--- src/rtl/vec_int_pkg.sv ---
// Shared types and defaults for the vectored interrupt controller.
package vec_int_pkg;

   localparam int          DEF_NSRC     = 4;
   localparam logic [31:0] DEF_VEC_BASE = 32'h0000_01F0;

   // Controller sequencing states; 2'd3 is unused and recovers to IDLE.
   typedef enum logic [1:0] {
      IDLE    = 2'd0,
      ACK     = 2'd1,
      SERVICE = 2'd2
   } state_t;

   // Vector address for a source: one word per source above the base.
   function automatic logic [31:0] vec_addr(input logic [31:0] base, input logic [2:0] idx);
      return base + {27'd0, idx, 2'b00};
   endfunction

endpackage

--- src/rtl/vec_int_ctrl_prio_enc.sv ---
// Fixed-priority encoder: bit 0 is highest priority.
module prio_enc #(
   parameter int NSRC = 4
) (
   input  logic [NSRC-1:0] req,
   output logic            valid,
   output logic [2:0]      idx
);

   // Scan downward so the lowest set index is the last one written.
   always_comb begin
      valid = |req;
      idx   = 3'd0;
      for (int i = NSRC - 1; i >= 0; i--) begin
         if (req[i]) idx = 3'(i);
      end
   end

endmodule

--- src/rtl/vec_int_ctrl.sv ---
// Vectored interrupt controller: latches peripheral done edges, masks and
// arbitrates them, and sequences the core's interrupt entry and jepc return.
module vec_int_ctrl
   import vec_int_pkg::*;
#(
   parameter int          NSRC     = DEF_NSRC,
   parameter logic [31:0] VEC_BASE = DEF_VEC_BASE
) (
   input  logic            clk,
   input  logic            reset,
   input  logic [NSRC-1:0] done,
   input  logic            mask_we,
   input  logic [NSRC-1:0] mask_wd,
   input  logic            eret,
   output logic            int_ack,
   output logic            epcwrite,
   output logic [31:0]     int_addr,
   output logic            status_bit,
   output logic [NSRC-1:0] pending,
   output logic [2:0]      active_id,
   output logic            in_service
);

   state_t          state;
   logic [NSRC-1:0] done_q;
   logic [NSRC-1:0] mask;
   logic [NSRC-1:0] rise;
   logic [NSRC-1:0] ack_clr;
   logic            win_valid;
   logic [2:0]      win_idx;

   assign rise     = done & ~done_q;
   // Only the source being acknowledged is retired, and only while in ACK.
   assign ack_clr  = (state == ACK) ? (NSRC'(1) << active_id) : '0;
   assign epcwrite = int_ack;

   prio_enc #(.NSRC(NSRC)) u_prio_enc (
      .req   (pending & mask),
      .valid (win_valid),
      .idx   (win_idx)
   );

   // Edge-detect history and the software-written enable mask.
   always_ff @(posedge clk or posedge reset) begin
      if (reset) begin
         done_q <= '0;
         mask   <= '1;
      end else begin
         done_q <= done;
         if (mask_we) mask <= mask_wd;
      end
   end

   // Request latch: a new rise beats the ACK clear of the same bit.
   always_ff @(posedge clk or posedge reset) begin
      if (reset) pending <= '0;
      else       pending <= (pending & ~ack_clr) | rise;
   end

   // Entry/return sequencer with all core-facing outputs registered.
   always_ff @(posedge clk or posedge reset) begin
      if (reset) begin
         state      <= IDLE;
         active_id  <= 3'd0;
         int_ack    <= 1'b0;
         int_addr   <= 32'd0;
         status_bit <= 1'b1;
         in_service <= 1'b0;
      end else begin
         case (state)
            IDLE: begin
               if (win_valid) begin
                  state      <= ACK;
                  active_id  <= win_idx;
                  int_ack    <= 1'b1;
                  int_addr   <= vec_addr(VEC_BASE, win_idx);
                  status_bit <= 1'b0;
               end
            end
            ACK: begin
               state      <= SERVICE;
               int_ack    <= 1'b0;
               int_addr   <= 32'd0;
               in_service <= 1'b1;
            end
            SERVICE: begin
               if (eret) begin
                  state      <= IDLE;
                  in_service <= 1'b0;
                  status_bit <= 1'b1;
               end
            end
            default: begin
               state      <= IDLE;
               int_ack    <= 1'b0;
               int_addr   <= 32'd0;
               status_bit <= 1'b1;
               in_service <= 1'b0;
            end
         endcase
      end
   end

endmodule

--- config.mk ---
export PLATFORM = sky130hd
export DESIGN_NAME = vec_int_ctrl
export DESIGN_NICKNAME = d
export VERILOG_FILES = /design/src/rtl/vec_int_pkg.sv /design/src/rtl/vec_int_ctrl_prio_enc.sv /design/src/rtl/vec_int_ctrl.sv
export SDC_FILE = /design/constraint.sdc
export NUM_CORES = 1
export LEC_CHECK = 0
export CAP_MARGIN = 20
export CELL_PAD_IN_SITES_DETAIL_PLACEMENT = 0
export CELL_PAD_IN_SITES_GLOBAL_PLACEMENT = 1
export CORE_AREA = 2 2 65 67
export DETAILED_ROUTE_END_ITERATION = 8
export DIE_AREA = 0 0 67 69
export HOLD_SLACK_MARGIN = 0.12
export PLACE_DENSITY_LB_ADDON = 0.1
export SETUP_SLACK_MARGIN = 0.05
export SKIP_CTS_REPAIR_TIMING = 1
export SYNTH_ARGS = -nofsm -noshare
export SYNTH_HDL_FRONTEND = slang
export SYNTH_SLANG_ARGS = --single-unit
--- constraint.sdc ---
create_clock -name clk -period 1.38 [get_ports clk]
set_input_delay 0.276 -clock clk [delete_from_list [all_inputs] [get_ports clk]]
set_output_delay 0.276 -clock clk [all_outputs]
set_load 0.03 [all_outputs]
==> results of run 1 <==
## cell usage in the layout (no fill, tap or decap)
master,n
nor4_1,1
a22o_2,1
mux2_2,4
a22o_1,1
dfrtp_2,1
conb_1,26
a21oi_1,4
o32ai_2,1
inv_1,9
o22ai_1,1
o21ai_0,7
a22oi_1,2
clkdlybuf4s50_1,11
o32ai_1,1
o221a_2,1
o41ai_1,1
clkinvlp_4,1
and2_1,1
or2_1,1
dlymetal6s2s_1,4
inv_2,1
o21a_1,1
buf_4,16
nor2_1,3
clkbuf_8,3
nand2_1,3
nand3b_1,1
dfrtp_1,15
a32oi_1,1
a21o_1,2
dfstp_2,5
o21ai_2,1
## state kept, by name, summed over array words and instances, names as in the netlist
signal / count
in_service: 1
mask: 4
done_q: 4
status_bit: 1
state: 2
pending: 4
active_id: 2
int_addr: 3
## layer usage
metal | routed length (um) | GRT usage, % | part of all wire, %
met5 | 0 | 0 | 0
met4 | 44 | 5.44 | 2.2
met3 | 156 | 2.61 | 7.7
met2 | 999 | 14.9 | 49
met1 | 823 | 11.7 | 41
## worst max path at each step
stage                 startpoint  depth (start not counted)            to  slack [ns]
global placement         mask[3]                          3  active_id[0]        0.10
CTS                 active_id[0]                          1  active_id[0]       -0.20
floorplan             pending[3]                          4   int_addr[7]        0.11
detailed placement   int_addr[2]                          1   int_addr[2]        0.10
finish                pending[0]                          3  active_id[0]        0.14
global route          pending[3]                          3   int_addr[3]        0.06
## cell type report
class | instances | area (um2)
clock buffer | 3 | 41.3
clock inverter | 1 | 7.51
fill | 418 | 2580
inverter | 10 | 37.5
multi-input combinational | 65 | 372
sequential | 21 | 533
tap | 50 | 62.6
timing repair buffer | 31 | 280
## worst register-to-register path: cells and delay by family (launching register included)
family / cells / cell delay (ns)
AOI/OAI and AO/OA: 1 / 0.30
and+or+nand+nor: 2 / 0.40
DFF: 1 / 0.44
## power groups by stage
stage | Clock [mW] | Sequential (mW) | Combinational [mW]
2_1_floorplan | 0 | 1.29 | 0.910
3_3_place_gp | 0 | 1.07 | 1.56
3_5_place_dp | 0 | 1.07 | 1.56
4_1_cts | 0.436 | 1.06 | 1.56
5_1_grt | 0.467 | 1.11 | 1.66
6_report | 0.413 | 1.05 | 1.53
## through the flow
step           setup TNS, ns  cells  cell area [um2]  worst slack, ns
6_report                   0    181             1330            0.138
4_1_cts               -0.780    181             1320           -0.200
5_1_grt                    0    181             1330           0.0616
3_5_place_dp               0    177             1270            0.100
3_3_place_gp               0    177             1270            0.104
2_1_floorplan              0    129             1190            0.111
## logic make-up (layout without fill, tap and decap cells)
kind of cell    Yosys count  after routing  share of synthesized area, %
compound gates           25             25                          16.5
buf+inv                  43             45                          25.9
flops                    21             21                          48.7
mux                       4              4                          4.12
other cells               1             26                         0.343
simple gates             10             10                          4.47
==> impl_metrics.env, run 1 <==
export IMPL_status="finished, final reports clean"
export IMPL_netSwitchingPower_mw=1.38
export IMPL_cpPeakStageDelay_ns=0.44
export IMPL_clockRootBuffer="clkbuf_8"
export IMPL_grt_pass1_vias=688
export IMPL_ys_types=28
export IMPL_clockBufferDepth=2
export IMPL_reg2reg_to="active_id[0]"
export IMPL_fp_dieH_um=69
export IMPL_antenna_found_initial=0
export IMPL_synthesis_area_um2=1090
export IMPL_p_sw_share_pct=46.0
export IMPL_max_freq_mhz=805
export IMPL_gp_congestion=0.745
export IMPL_synthTopCellsByArea="dfrtp_1 (37%), buf_4 (22%), dfstp_2 (12%)"
export IMPL_routedWlPerCell_um=11.2
export IMPL_synth_edf_count=0
export IMPL_holdWs_ns=0.332
export IMPL_cp_num_buf_inv=0
export IMPL_track_usage_pct=9.56
export IMPL_final_hold_violation_count=0
export IMPL_clkPwrFrac_pct=13.8
export IMPL_clk_pin_slew_worst_paths_ns=0.08
export IMPL_n_antenna_cell=0
export IMPL_gr_total_overflow=0
export IMPL_irDropWorstVdd_v=0.000818
export IMPL_required_ns=1.54
export IMPL_cts_made_buffers=3
export IMPL_final_util_pct=34.1
export IMPL_drv_cap=0
export IMPL_fin_total_pwr_mw=3.00
export IMPL_r2r_start="pending[0]"
export IMPL_r2r_cells=3
export IMPL_hold_path_class="input port to async pin"
export IMPL_r2r_slack_ns=0.14
export IMPL_synthMostInstantiatedCell="buf_4"
export IMPL_coreArea_um2=3910
export IMPL_crit_slowest_cell="dfrtp_1"
export IMPL_cts_tree="done"
export IMPL_synth_seq_cells=21
export IMPL_start_kind="flip-flop"
export IMPL_p_comb_share_pct=51.2
export IMPL_avgViaCountPerCell=4.08
export IMPL_arrival_ns=1.41
export IMPL_pwr_share_seq_pct=35.1
export IMPL_synthToLayoutAreaGrowth_pct=22.1
export IMPL_clk_latency_ns=0.26
export IMPL_critPathTopFamily="flip-flops"
export IMPL_synth_top_area_share_pct=36.7
export IMPL_criticalPathCategory="flip-flop to flip-flop"
export IMPL_drcViolationCount=0
export IMPL_rsz0062_at_grt="false"
export IMPL_drt_initial_drc_count=13
export IMPL_die_area_um2=4620
export IMPL_crit_chain="and2_1, or2_1, o32ai_2"
export IMPL_synth_top_area_cell="dfrtp_1"
export IMPL_grt_max_degree=22
export IMPL_drive_above_1_share_pct=26.7
export IMPL_nets=144
export IMPL_io_pin_count=55
export IMPL_dr_pass1_iters=4
export IMPL_chipWidth_um=67
export IMPL_setup_viol=0
export IMPL_cts_sinks=21
export IMPL_syn_area_per_cell_um2=10.5
export IMPL_via_count=738
export IMPL_fp_row_count=23
export IMPL_cellInternalPower_mw=1.62
export IMPL_ys_warn_count=0
export IMPL_power_density_nw_per_um2=2250
export IMPL_synthTopCellsByCount="buf_4 (32), dfrtp_1 (16), inv_1 (9)"
export IMPL_wirelength_um=2020
export IMPL_start_util_pct=27.9
export IMPL_period_minus_slack_ns=1.24
export IMPL_syn_inst=104
export IMPL_finalCritPeriodShare_pct=90.0
export IMPL_grt_first_pass_wirelength_um=3310
export IMPL_ant_nets=0
export IMPL_leakagePower_nw=0.670
export IMPL_skew_ns=0.00779
export IMPL_dp_hpwl_um=1610
export IMPL_cp_max_fo=5
export IMPL_async_flop_share_pct=100
export IMPL_drv_slew=0
export IMPL_htree_levels=1
export IMPL_synth_ff_type="dfrtp_1"
export IMPL_worst_setup_path_end_kind="flip-flop"
export IMPL_numPortBuffers=28
export IMPL_ys_seq_area_share_pct=48.7
Note: power is estimated with default switching activity, not from simulation.
==> run 2, diff against run 1 <==
--- a/config.mk
+++ b/config.mk
@@ -5,6 +5,7 @@
 export SDC_FILE = /design/constraint.sdc
 export NUM_CORES = 1
 export LEC_CHECK = 0
+export ABC_AREA = 0
 export CAP_MARGIN = 20
 export CELL_PAD_IN_SITES_DETAIL_PLACEMENT = 0
 export CELL_PAD_IN_SITES_GLOBAL_PLACEMENT = 1
==> results of run 2 <==
No change in the layout: final DEF, timing and power equal those of run 1.
